===== config.mk =====
export PLATFORM = sky130hd
export DESIGN_NAME = mem_access
export DESIGN_NICKNAME = d
export VERILOG_FILES = /design/src/rtl/mem_access_pkg.sv /design/src/rtl/mem_access_load_ext.sv /design/src/rtl/mem_access.sv
export SDC_FILE = /design/constraint.sdc
export NUM_CORES = 1
export LEC_CHECK = 0
export ABC_AREA = 1
export CAP_MARGIN = 20
export CORE_ASPECT_RATIO = 1.75
export CORE_MARGIN = 3
export CORE_UTILIZATION = 41
export CTS_CLUSTER_DIAMETER = 60
export DETAILED_ROUTE_END_ITERATION = 12
export GPL_TIMING_DRIVEN = 0
export PLACE_DENSITY = 0.82
export SLEW_MARGIN = 25
export SYNTH_ARGS = -nofsm -noshare
export SYNTH_HDL_FRONTEND = slang
export SYNTH_SLANG_ARGS = --single-unit
export TNS_END_PERCENT = 10

===== constraint.sdc =====
create_clock -name clk -period 2.2 [get_ports clk]
set_clock_uncertainty 0.15 [all_clocks]
set_input_delay 0.44 -clock clk [delete_from_list [all_inputs] [get_ports clk]]
set_output_delay 0.44 -clock clk [all_outputs]
set_load 0.005 [all_outputs]

===== src/rtl/mem_access_pkg.sv =====
// Shared types for the MEM stage: access-size codes, writeback selects and FSM states.
package mem_access_pkg;

    typedef enum logic [2:0] {
        DM_WORD   = 3'b000,
        DM_HALF_S = 3'b001,
        DM_HALF_U = 3'b010,
        DM_BYTE_S = 3'b011,
        DM_BYTE_U = 3'b100
    } dmtype_e;

    typedef enum logic [1:0] {
        WD_ALU = 2'b00,
        WD_MEM = 2'b01,
        WD_PC  = 2'b10
    } wdsel_e;

    typedef enum logic {
        ST_IDLE = 1'b0,
        ST_WAIT = 1'b1
    } state_e;

    typedef enum logic [1:0] {
        SZ_WORD = 2'd0,
        SZ_HALF = 2'd1,
        SZ_BYTE = 2'd2
    } size_e;

    // Unlisted codes fall back to a full-word access.
    function automatic size_e dm_size(input logic [2:0] dmtype);
        case (dmtype)
            DM_HALF_S, DM_HALF_U: return SZ_HALF;
            DM_BYTE_S, DM_BYTE_U: return SZ_BYTE;
            default:              return SZ_WORD;
        endcase
    endfunction

endpackage


===== src/rtl/mem_access_load_ext.sv =====
// Load-data lane extraction: shift the addressed byte/half down to bit 0, then extend.
module load_ext
    import mem_access_pkg::*;
(
    input  logic [31:0] rdata_i,
    input  logic [1:0]  addr_lo_i,
    input  logic [2:0]  dmtype_i,
    output logic [31:0] data_o
);

    logic [31:0] shifted;

    always_comb begin
        shifted = rdata_i >> {addr_lo_i, 3'b000};
        case (dmtype_i)
            DM_HALF_S: data_o = {{16{shifted[15]}}, shifted[15:0]};
            DM_HALF_U: data_o = {16'h0000, shifted[15:0]};
            DM_BYTE_S: data_o = {{24{shifted[7]}}, shifted[7:0]};
            DM_BYTE_U: data_o = {24'h000000, shifted[7:0]};
            default:   data_o = shifted;
        endcase
    end

endmodule


===== src/rtl/mem_access.sv =====
// MEM pipeline stage: issues data-memory requests, waits for completion with a bus timeout,
// and registers the result into the WB stage.
//   state | meaning
//   IDLE  | no access outstanding; aligned accesses request combinationally
//   WAIT  | request held on the bus until dm_ready or timeout
module mem_access
    import mem_access_pkg::*;
#(
    parameter int TIMEOUT = 16
) (
    input  logic        clk,
    input  logic        rstn,
    input  logic        MEM_valid,
    input  logic [31:0] MEM_aluout,
    input  logic [31:0] MEM_wdata,
    input  logic [31:0] MEM_PC,
    input  logic [4:0]  MEM_rd,
    input  logic        MEM_RegWrite,
    input  logic [1:0]  MEM_WDSel,
    input  logic        MEM_MemRead,
    input  logic        MEM_MemWrite,
    input  logic [2:0]  MEM_DMType,
    output logic        dm_req,
    output logic        dm_we,
    output logic [31:0] dm_addr,
    output logic [31:0] dm_wdata,
    output logic [3:0]  dm_be,
    input  logic [31:0] dm_rdata,
    input  logic        dm_ready,
    output logic        WB_valid,
    output logic [31:0] WB_aluout,
    output logic [31:0] WB_Data_in,
    output logic [31:0] WB_PC,
    output logic [1:0]  WB_WDSel,
    output logic [4:0]  WB_rd,
    output logic        WB_RegWrite,
    output logic        mem_stall,
    output logic        misalign,
    output logic        bus_err
);

    localparam int CW = (TIMEOUT > 1) ? $clog2(TIMEOUT) : 1;

    state_e          state_q, state_d;
    logic [CW-1:0]   cnt_q, cnt_d;
    logic [31:0]     addr_q, wdata_q;
    logic [3:0]      be_q;
    logic            we_q;

    logic            wb_valid_q, wb_regwrite_q, misalign_q, bus_err_q;
    logic [31:0]     wb_aluout_q, wb_data_q, wb_pc_q;
    logic [1:0]      wb_wdsel_q;
    logic [4:0]      wb_rd_q;

    size_e           size;
    logic            access, mis, aligned_acc;
    logic [3:0]      be_c;
    logic [31:0]     wdata_c, ld_data;
    logic            req_c, stall_c, done_mem, timeout, wb_load, capture;

    always_comb begin
        access      = MEM_valid & (MEM_MemRead | MEM_MemWrite);
        size        = dm_size(MEM_DMType);
        mis         = access & (((size == SZ_WORD) && (MEM_aluout[1:0] != 2'b00)) ||
                                ((size == SZ_HALF) && MEM_aluout[0]));
        aligned_acc = access & ~mis;
        case (size)
            SZ_BYTE: begin
                be_c    = 4'b0001 << MEM_aluout[1:0];
                wdata_c = {4{MEM_wdata[7:0]}};
            end
            SZ_HALF: begin
                be_c    = 4'b0011 << MEM_aluout[1:0];
                wdata_c = {2{MEM_wdata[15:0]}};
            end
            default: begin
                be_c    = 4'b1111;
                wdata_c = MEM_wdata;
            end
        endcase
    end

    always_comb begin
        state_d  = state_q;
        cnt_d    = cnt_q;
        req_c    = 1'b0;
        stall_c  = 1'b0;
        done_mem = 1'b0;
        timeout  = 1'b0;
        case (state_q)
            ST_IDLE: begin
                if (aligned_acc) begin
                    req_c = 1'b1;
                    if (dm_ready) begin
                        done_mem = 1'b1;
                    end else begin
                        stall_c = 1'b1;
                        state_d = ST_WAIT;
                        cnt_d   = '0;
                    end
                end
            end
            ST_WAIT: begin
                req_c = 1'b1;
                if (dm_ready) begin
                    done_mem = 1'b1;
                    state_d  = ST_IDLE;
                end else if (cnt_q == CW'(TIMEOUT - 1)) begin
                    // Give up: drop the request this cycle and retire the instruction as a bubble-write.
                    req_c   = 1'b0;
                    timeout = 1'b1;
                    state_d = ST_IDLE;
                end else begin
                    stall_c = 1'b1;
                    cnt_d   = cnt_q + 1'b1;
                end
            end
            default: state_d = ST_IDLE;
        endcase
    end

    assign capture = (state_q == ST_IDLE) && (state_d == ST_WAIT);
    assign wb_load = ((state_q == ST_IDLE) && MEM_valid && !aligned_acc) || done_mem || timeout;

    // Combinational bus outputs are forced low while reset is asserted.
    always_comb begin
        dm_req    = rstn & req_c;
        mem_stall = rstn & stall_c;
        if (!rstn) begin
            dm_we    = 1'b0;
            dm_addr  = '0;
            dm_wdata = '0;
            dm_be    = '0;
        end else if (state_q == ST_WAIT) begin
            dm_we    = req_c & we_q;
            dm_addr  = addr_q;
            dm_wdata = wdata_q;
            dm_be    = be_q;
        end else begin
            dm_we    = req_c & MEM_MemWrite;
            dm_addr  = {MEM_aluout[31:2], 2'b00};
            dm_wdata = wdata_c;
            dm_be    = be_c;
        end
    end

    load_ext u_load_ext (
        .rdata_i   (dm_rdata),
        .addr_lo_i (MEM_aluout[1:0]),
        .dmtype_i  (MEM_DMType),
        .data_o    (ld_data)
    );

    always_ff @(posedge clk or negedge rstn) begin
        if (!rstn) begin
            state_q <= ST_IDLE;
            cnt_q   <= '0;
            addr_q  <= '0;
            wdata_q <= '0;
            be_q    <= '0;
            we_q    <= 1'b0;
        end else begin
            state_q <= state_d;
            cnt_q   <= cnt_d;
            if (capture) begin
                addr_q  <= {MEM_aluout[31:2], 2'b00};
                wdata_q <= wdata_c;
                be_q    <= be_c;
                we_q    <= MEM_MemWrite;
            end
        end
    end

    always_ff @(posedge clk or negedge rstn) begin
        if (!rstn) begin
            wb_valid_q    <= 1'b0;
            wb_regwrite_q <= 1'b0;
            misalign_q    <= 1'b0;
            bus_err_q     <= 1'b0;
            wb_aluout_q   <= '0;
            wb_data_q     <= '0;
            wb_pc_q       <= '0;
            wb_wdsel_q    <= '0;
            wb_rd_q       <= '0;
        end else begin
            wb_valid_q    <= wb_load;
            wb_regwrite_q <= wb_load & MEM_RegWrite & ~mis & ~timeout;
            misalign_q    <= (state_q == ST_IDLE) & mis;
            bus_err_q     <= timeout;
            if (wb_load) begin
                wb_aluout_q <= MEM_aluout;
                wb_data_q   <= ld_data;
                wb_pc_q     <= MEM_PC;
                wb_wdsel_q  <= MEM_WDSel;
                wb_rd_q     <= MEM_rd;
            end
        end
    end

    assign WB_valid    = wb_valid_q;
    assign WB_RegWrite = wb_regwrite_q;
    assign WB_aluout   = wb_aluout_q;
    assign WB_Data_in  = wb_data_q;
    assign WB_PC       = wb_pc_q;
    assign WB_WDSel    = wb_wdsel_q;
    assign WB_rd       = wb_rd_q;
    assign misalign    = misalign_q;
    assign bus_err     = bus_err_q;

endmodule


* After elaboration in Yosys (flattened, before gate mapping)
Index checks and enable logic that the tools add are counted.
** Storage, ports and cells
- Flip-flop bits (word level) :: 179
- Bits of input ports :: 145
- Output and inout port bits :: 178
- Logic and storage cells :: 90
** Operators by class
- $add $sub $neg :: 1
- Equality and inequality tests :: 11
- Shifts and indexed selects :: 3
- Muxes and demuxes :: 31
- Bitwise logic cells :: 15
- Reduce and logical (&&, ||, !) cells :: 14
** Operator list (count)
- 2-to-1 mux 32 bit :: 4
- one-hot mux 32 bit (4 select lines) :: 1
- one-hot mux 32 bit (2 select lines) :: 1
- >> shifter 32 x 5 -> 32 bit :: 1
- 2-to-1 mux 4 bit :: 6
- one-hot mux 4 bit (2 select lines) :: 2
- 2-to-1 mux 1 bit :: 13
- bitwise AND 1 bit :: 11
- != test 2 bit, second input constant :: 4
- == test 3 x 2 -> 1 bit, second input constant :: 2
- one-hot mux 1 bit (2 select lines) :: 3
- logical AND 1 bit :: 5
- adder 4 x 1 -> 4 bit, second input constant :: 1
- == test 4 bit, second input constant :: 1
- one-hot mux 2 bit (2 select lines) :: 1
- AND reduction 4 bit :: 1
- OR reduction 2 bit :: 2
- left shift 1 x 2 -> 4 bit, first input constant :: 1
- left shift 2 x 2 -> 4 bit, first input constant :: 1
- == test 3 x 1 -> 1 bit, second input constant :: 1
- == test 3 bit, second input constant :: 1
- logical OR 1 bit :: 3
- NOT 1 bit :: 3
- == test 2 x 1 -> 1 bit, second input constant :: 1
- 5 further kinds :: 5

* Logic depth before layout (Yosys ltp)
Gate-level depths: netlist of the first run.
- Depth in word-level cells :: 16
- Depth in mapped cells :: 17
- Gate-level depth less buffers :: 15

* By module
A second synthesis of the first run with hierarchy kept.
** Second synthesis, totals
- Cell total of the unflattened synthesis :: 1229
- Area, all modules :: 9997.1 um^2
** Modules (own cells, without submodules)
- mem_access :: times used 1, cells each 1028, area each 9078.7 um^2, seq. area each 4479.3 um^2
- load_ext :: times used 1, cells each 201, area each 918.4 um^2, seq. area each 0.0 um^2

* Worst setup path after synthesis of the first run
OpenSTA, ideal clock, no wires.
- Kind :: in2out
- Start :: input MEM_DMType[0]
- End :: output dm_wdata[14]
- Arrival time :: 1.802 ns
- Data required time :: 1.610 ns
- Setup slack :: -0.192 ns
- Stages on the path :: 11
- Path buffers :: 2
- Cells stage by stage :: inv_1 -> nor2_1 -> nand2_1 -> nand2_1 -> inv_1 -> ha_1 -> clkbuf_1 -> clkbuf_1 -> nand3_1 -> o21ai_0 -> a21oi_1
** On the way
- Word-level cells in the longest chain between the ends :: 7
** RTL lines
- start, declared :: line mem_access.sv:22 : input logic [2:0] MEM_DMType,
- == test 3 x 2 -> 1 bit, or another cell as far along :: line mem_access_pkg.sv:31 : case (dmtype)
- OR reduction 2 bit :: line mem_access_pkg.sv:31
- one-hot mux 2 bit (2 select lines) (*) :: line mem_access_pkg.sv:31
- == test 2 x 1 -> 1 bit or == test 2 bit (tied branches) :: line mem_access.sv:67 : case (size)
- one-hot mux 32 bit (2 select lines) (*) :: line mem_access.sv:67
- 2-to-1 mux 32 bit (*) :: line mem_access.sv:134 : end else if (state_q == ST_WAIT) begin
- 2-to-1 mux 32 bit (*) :: line mem_access.sv:129 : if (!rstn) begin
- end, declared :: line mem_access.sv:26 : output logic [31:0] dm_wdata,
Every way passes the cells marked *; elsewhere a longest branch is shown, timed or not.

* Final worst setup path of the first run
- Start :: input MEM_DMType[2]
- End :: output dm_wdata[8]
Same word-level chain as after synthesis.

==> results.cfg, run 1 <==
[outcome]
status = complete, but fails checks
violations = negative setup slack

[final_layout]
drive_gt1_share_pct = 22.4
stdcell_count = 1908
final_cell_mix = nand2_1, clkdlybuf4s50_1, dfrtp_1
fin_nets = 1751
mostFrequentLayoutCell = nand2_1
final_util_pct = 68.0
syn2layout_area_growth_pct = 61.9
final_area_mm2 = 0.0147

[cts]
htree_num_levels = 4
clk_pin_slew_ps = 70
root_buffer = clkbuf_16
cts_inserted_buffers = 17
clockBufferDepth = 2
cts_tree = yes
clock-sinks = 179
clkLatencyLatePin_ps = 430

[logic_synthesis]
synth_cells = 1204
ys_warn_count = 0
yosysTopAreaCell = dfrtp_1
ys_seq_area_share_pct = 49.4
netlist_area_mm2 = 0.00907
synth-seq-cells = 179
yosys.area.top_type_share_pct = 49.4
postSynthAreaPerCell_um2 = 7.54
yosysUniqueCellTypes = 23
yosys-top-cells-area = dfrtp_1, nand2_1, o21ai_0

[global_route]
grt_pass1_wl_um = 55400
grt_max_degree = 75
grtUsageTotal_pct = 29.1
first_global_vias = 10400
grt_remaining_overflow = 0
antenna_found_initial = 1

[timing]
grt_setup_unrepaired = yes
finalSetupViolations = 191
slew_viol_final = 0
layout_setup_ws_ps = -397
worst_slew_pin_slew_ps = 700
fin_tns_setup_ps = -20720
finalCritPeriodShare_pct = 118
relSlewSlack_pct = 53.2
finalHoldViolCount = 0
max_freq_mhz = 385
finalCriticalPeriod_ps = 2600

[setup_path]
critical_path_arrival_ps = 2010
rrSetupSlack_ps = 90
crit_path_end_kind = output port
startpoint_type = input pin
critPathKind = in2out
cp_max_fo = 8
worstPathRequired_ps = 1610

[floorplan]
num_io_pins = 323
die_y_um = 203
row_count = 71
die_w_um = 118
die_area_mm2 = 0.0240
initial_core_util_pct = 42.0
core-area_mm2 = 0.0216

[place]
pre_cts_ws_ps = -1550
hpwl_um = 24800
placed_cells = 1818
gp_congestion = 0.915
place_area_mm2 = 0.0127
numPortBuffers = 319

[run]
maxCapViolations = 0

[min_path]
hold_path.class = reg2reg

[routing]
drt_wl_total_um = 36200
vias = 10200
drtIter0Drc = 767
first_pass_iters = 5
drc = 0
routedWlPerCell_um = 19.0
vias_per_cell = 5.32
ant_nets = 0

[pwr]
vdd_drop_max_v = 0.000481
p_leak_nw = 7.20
cellPowerDensity_mw_per_mm2 = 753
logic make-up (layout without fill, tap and decap cells):
kind of cell / after synthesis / count (layout) / share of synthesized area (%)
buffers and inverters: 174 / 584 / 8.94
other: 1 / 3 / 0.0413
XOR/XNOR: 1 / 1 / 0.0965
flip-flops: 179 / 179 / 49.4
AND/OR/NAND/NOR: 592 / 592 / 27.1
adder cells (fa/ha/maj): 4 / 4 / 0.552
AO/OA/AOI/OAI: 253 / 253 / 14.0
worst paths after layout:
path / depth (start not counted) / from / endpoint
worst max register to register: 8 / state_q / addr_q[3]
max in group asynchronous: 4 / rstn / WB_rd[2]
min in group asynchronous: 3 / rstn / WB_PC[23]
worst max-delay path: 11 / MEM_DMType[2] / dm_wdata[8]
worst min register to register: 2 / addr_q[14] / addr_q[14]
worst min-delay path: 2 / addr_q[14] / addr_q[14]
critical path: stages:
cell and delay (ps):
clkbuf_4 150, nor2_4 110, a21oi_2 50, buf_4 150, inv_1 100, ha_4 230
nand2_1 150, nand3_2 180, o21ai_4 90, a21oi_2 200, buf_2 150
registers in the layout (all words and copies together), names as in the netlist:
signal / cells
wdata_q: 32
misalign: 1
WB_WDSel: 2
state_q: 1
WB_Data_in: 32
be_q: 4
addr_q: 30
WB_RegWrite: 1
we_q: 1
bus_err: 1
WB_aluout: 32
WB_PC: 32
WB_rd: 5
cnt_q: 4
WB_valid: 1
report_power, final:
part | internal (W) | switching, W
Combinational | 0.00189 | 0.00178
Sequential | 0.00399 | 0.000407
Clock | 0.00165 | 0.00133
Total | 0.00753 | 0.00352
metrics by stage:
stage                     power, W  hold WS (ps)
after floorplan            0.00569         -5.59
after global placement     0.00746           311
after detailed placement   0.00756           239
after CTS                   0.0109           335
after global routing        0.0116           357
final                       0.0111           335
synthesized netlist by cell type:
cell,instances
a21oi_1,72
and2_1,1
buf_2,30
buf_4,4
buf_6,14
clkbuf_1,45
conb_1,1
dfrtp_1,179
ha_1,4
inv_1,78
inv_2,3
nand2_1,399
nand2_2,5
nand3_1,157
nand3_2,1
nand4_1,1
nor2_1,22
nor3_1,3
nor3b_1,1
o21ai_0,166
o21ai_1,15
or2_2,2
xor2_1,1
routing by layer:
layer  wire, µm  global-route usage, %
met5          0                      0
met2      19000                   52.1
met3       2000                   4.74
met4       2040                   16.9
met1      13200                   32.3
cell type report:
cell class	count	area, µm²
clock buffers	21	470
multi-input cells	852	4510
well taps	292	365
plain buffers	92	853
diodes	1	2.50
fillers	1688	6900
repair buffers	379	3590
inverters	81	314
flip-flops and latches	179	4480
clock inverters	11	103
repair_timing:
action	CTS	global route
hold endpoints to repair	77	0
setup buffers	35	9
resized for setup	503	103
cloned	9	0
pin swaps	28	21
endpoints found under the setup margin	246	239
hold buffers	5	0
Note: power is estimated with default switching activity, not from simulation.
==> run 2: changes to the inputs <==
--- a/config.mk
+++ b/config.mk
@@ -5,15 +5,14 @@
 export SDC_FILE = /design/constraint.sdc
 export NUM_CORES = 1
 export LEC_CHECK = 0
-export ABC_AREA = 1
 export CAP_MARGIN = 20
 export CORE_ASPECT_RATIO = 1.75
-export CORE_MARGIN = 3
 export CORE_UTILIZATION = 41
 export CTS_CLUSTER_DIAMETER = 60
 export DETAILED_ROUTE_END_ITERATION = 12
 export GPL_TIMING_DRIVEN = 0
 export PLACE_DENSITY = 0.82
+export SETUP_SLACK_MARGIN = 0.2
 export SLEW_MARGIN = 25
 export SYNTH_ARGS = -nofsm -noshare
 export SYNTH_HDL_FRONTEND = slang
==> results.cfg, run 2 <==
[outcome]
status = complete, but fails checks
violations = negative hold slack, negative setup slack

[final_layout]
final_cell_mix = clkdlybuf4s50_1, nand2_1, dfrtp_1
final_util_pct = 67.9
drive_gt1_share_pct = 28.3
mostFrequentLayoutCell = clkdlybuf4s50_1
fin_nets = 1476
antenna_cells = 0
n_fill_cell = 1627
syn2layout_area_growth_pct = 61.7

[routing]
drt_wl_total_um = 34100
drc = 0
drtIter0Drc = 547
vias_per_cell = 5.42
ant_nets = 0
vias = 8843
routedWlPerCell_um = 20.9
first_pass_iters = 5

[floorplan]
num_io_pins = 323
die_area_mm2 = 0.0228
initial_core_util_pct = 42.0
die_w_um = 115
core-area_mm2 = 0.0217
row_count = 71
die_y_um = 199

[logic_synthesis]
synth_cells = 883
async_flop_share_pct = 100
ys_warn_count = 0
ys_seq_area_share_pct = 49.2
postSynthAreaPerCell_um2 = 10.3
synth_top_flop_cell = dfrtp_1
synth_most_common_cell = nand2_1
synth-seq-cells = 179
yosys.area.top_type_share_pct = 49.2
yosysUniqueCellTypes = 49
yosysTopAreaCell = dfrtp_1
yosys-top-cells-area = dfrtp_1, mux2_2, nand2_1
netlist_area_mm2 = 0.00911
synth_common_cells = nand2_1, dfrtp_1, mux2_2
synth-edff-count = 0

[setup_path]
crit_path_end_kind = output port
rrSetupSlack_ps = -70
startpoint_type = input pin
path_cells = buf_8, nor2b_4, a21oi_2, buf_4, ha_4, and2_4, clkbuf_16, a22oi_2, o21ai_1, and2_1, buf_2
cp_max_fo = 8
rr_startpoint = cnt_q[0]
critPathBufInv = 4
worstPathRequired_ps = 1610
r2r_cells = 6
timing.rr.end = WB_Data_in[15]
slowest_stage = a22oi_2
path_delay_family = compound AO/OA/AOI/OAI gates
critical_path_arrival_ps = 2300
critPathKind = in2out
cpPeakStageDelay_ps = 290

[pwr]
cellPowerDensity_mw_per_mm2 = 775
power_w = 0.0114
p_leak_nw = 6.62
vdd_drop_max_v = 0.000568

[cts]
root_buffer = clkbuf_16
cts_inserted_buffers = 17
htree_num_levels = 4
clk_pin_slew_ps = 70
clock-sinks = 179
clockBufferDepth = 2
cts_tree = yes
clkLatencyLatePin_ps = 450

[global_route]
grt_remaining_overflow = 0
grtUsageTotal_pct = 29.3
grt_pass1_wl_um = 49500
grt_max_degree = 83
antenna_found_initial = 0
first_global_vias = 9059

[min_path]
hold_path.class = in2async

[timing]
relSlewSlack_pct = 55.0
finalSetupViolations = 240
max_freq_mhz = 346
layout_setup_ws_ps = -692
timing.hold.ws_ps = -329
fin_tns_setup_ps = -68800
finalHoldViolCount = 57
finalCritPeriodShare_pct = 131
slew_viol_final = 0
grt_setup_unrepaired = yes
finalCriticalPeriod_ps = 2890
worst_slew_pin_slew_ps = 675

[place]
pre_cts_ws_ps = -1450
hpwl_um = 22100
numPortBuffers = 317
gp_congestion = 0.902

[run]
maxCapViolations = 0
==> run 2: cell types whose count changed in the layout (fill, tap and decap cells not counted), sizes merged, moves of 20 or more <==
| cell | before | now |
|---|---|---|
| a21oi | 72 | 20 |
| mux2 | 0 | 112 |
| dlygate4sd2 | 1 | 33 |
| o21ai | 181 | 87 |
| nor2b | 0 | 56 |
| clkbuf | 70 | 50 |
| mux2i | 0 | 53 |
| and2 | 1 | 32 |
| nand3 | 158 | 4 |
| nand2 | 404 | 195 |
| inv | 83 | 7 |
==> run 2: area by class of cell <==
| type | instances | area [µm²] | area share [%] |
|---|---|---|---|
| plain buffers | 66 | 597 | 4.05 |
| flip-flops and latches | 179 | 4480 | 30.4 |
| multi-input cells | 632 | 4690 | 31.8 |
| repair buffers | 424 | 3950 | 26.8 |
| inverters | 7 | 33.8 | 0.229 |
| clock buffers | 23 | 488 | 3.31 |
| clock inverters | 8 | 125 | 0.850 |
| well taps | 292 | 365 | 2.48 |
==> run 2: through the flow <==
| step | instance area [µm²] | instances |
|---|---|---|
| final | 14700 | 1631 |
| after global routing | 14700 | 1631 |
| after CTS | 14400 | 1615 |
| after detailed placement | 12800 | 1495 |
| after global placement | 12700 | 1493 |
| after floorplan | 9200 | 884 |
==> run 2: cell families (layout without fill, tap and decap cells) <==
family	Yosys count	after routing	synth area share, %
AO/OA/AOI/OAI	151	151	10.2
XOR/XNOR	1	1	0.0962
adder cells (fa/ha/maj)	4	4	0.550
buffers and inverters	73	528	3.98
flip-flops	179	179	49.2
multiplexers	167	167	20.2
other	1	2	0.0412
AND/OR/NAND/NOR	307	307	15.7
==> run 2: what timing repair did <==
action | 4_1_cts | 5_1_grt
endpoints found under the setup margin | 246 | 242
hold endpoints to repair | 56 | 56
gates cloned | 3 | 1
gates resized for setup | 328 | 54
pin swaps | 48 | 24
setup buffers | 86 | 15
==> run 2: worst max-delay path by stage <==
stage                        from       endpoint  slack (ps)  depth (start not counted)
finish              MEM_DMType[0]   dm_wdata[15]        -690                         11
global route        MEM_DMType[0]   dm_wdata[15]        -750                         11
CTS                 MEM_DMType[0]    dm_wdata[9]        -500                         11
detailed placement  MEM_DMType[2]   dm_wdata[31]       -1450                         11
global placement             rstn  WB_Data_in[4]       -7250                          1
floorplan           MEM_DMType[1]   dm_wdata[26]        -250                          8
==> run 2: routing by layer <==
metal | wire length, µm | part of all wire, % | GRT usage [%]
met5 | 0 | 0 | 0
met2 | 18000 | 53 | 51.5
met4 | 2410 | 7.1 | 21.5
met3 | 2270 | 6.7 | 7.25
met1 | 11500 | 34 | 29.7
==> run 2: power by group <==
group          internal (W)  switching [W]
sequential          0.00400       0.000407
clock               0.00190        0.00134
combinational       0.00218        0.00158
total               0.00808        0.00333
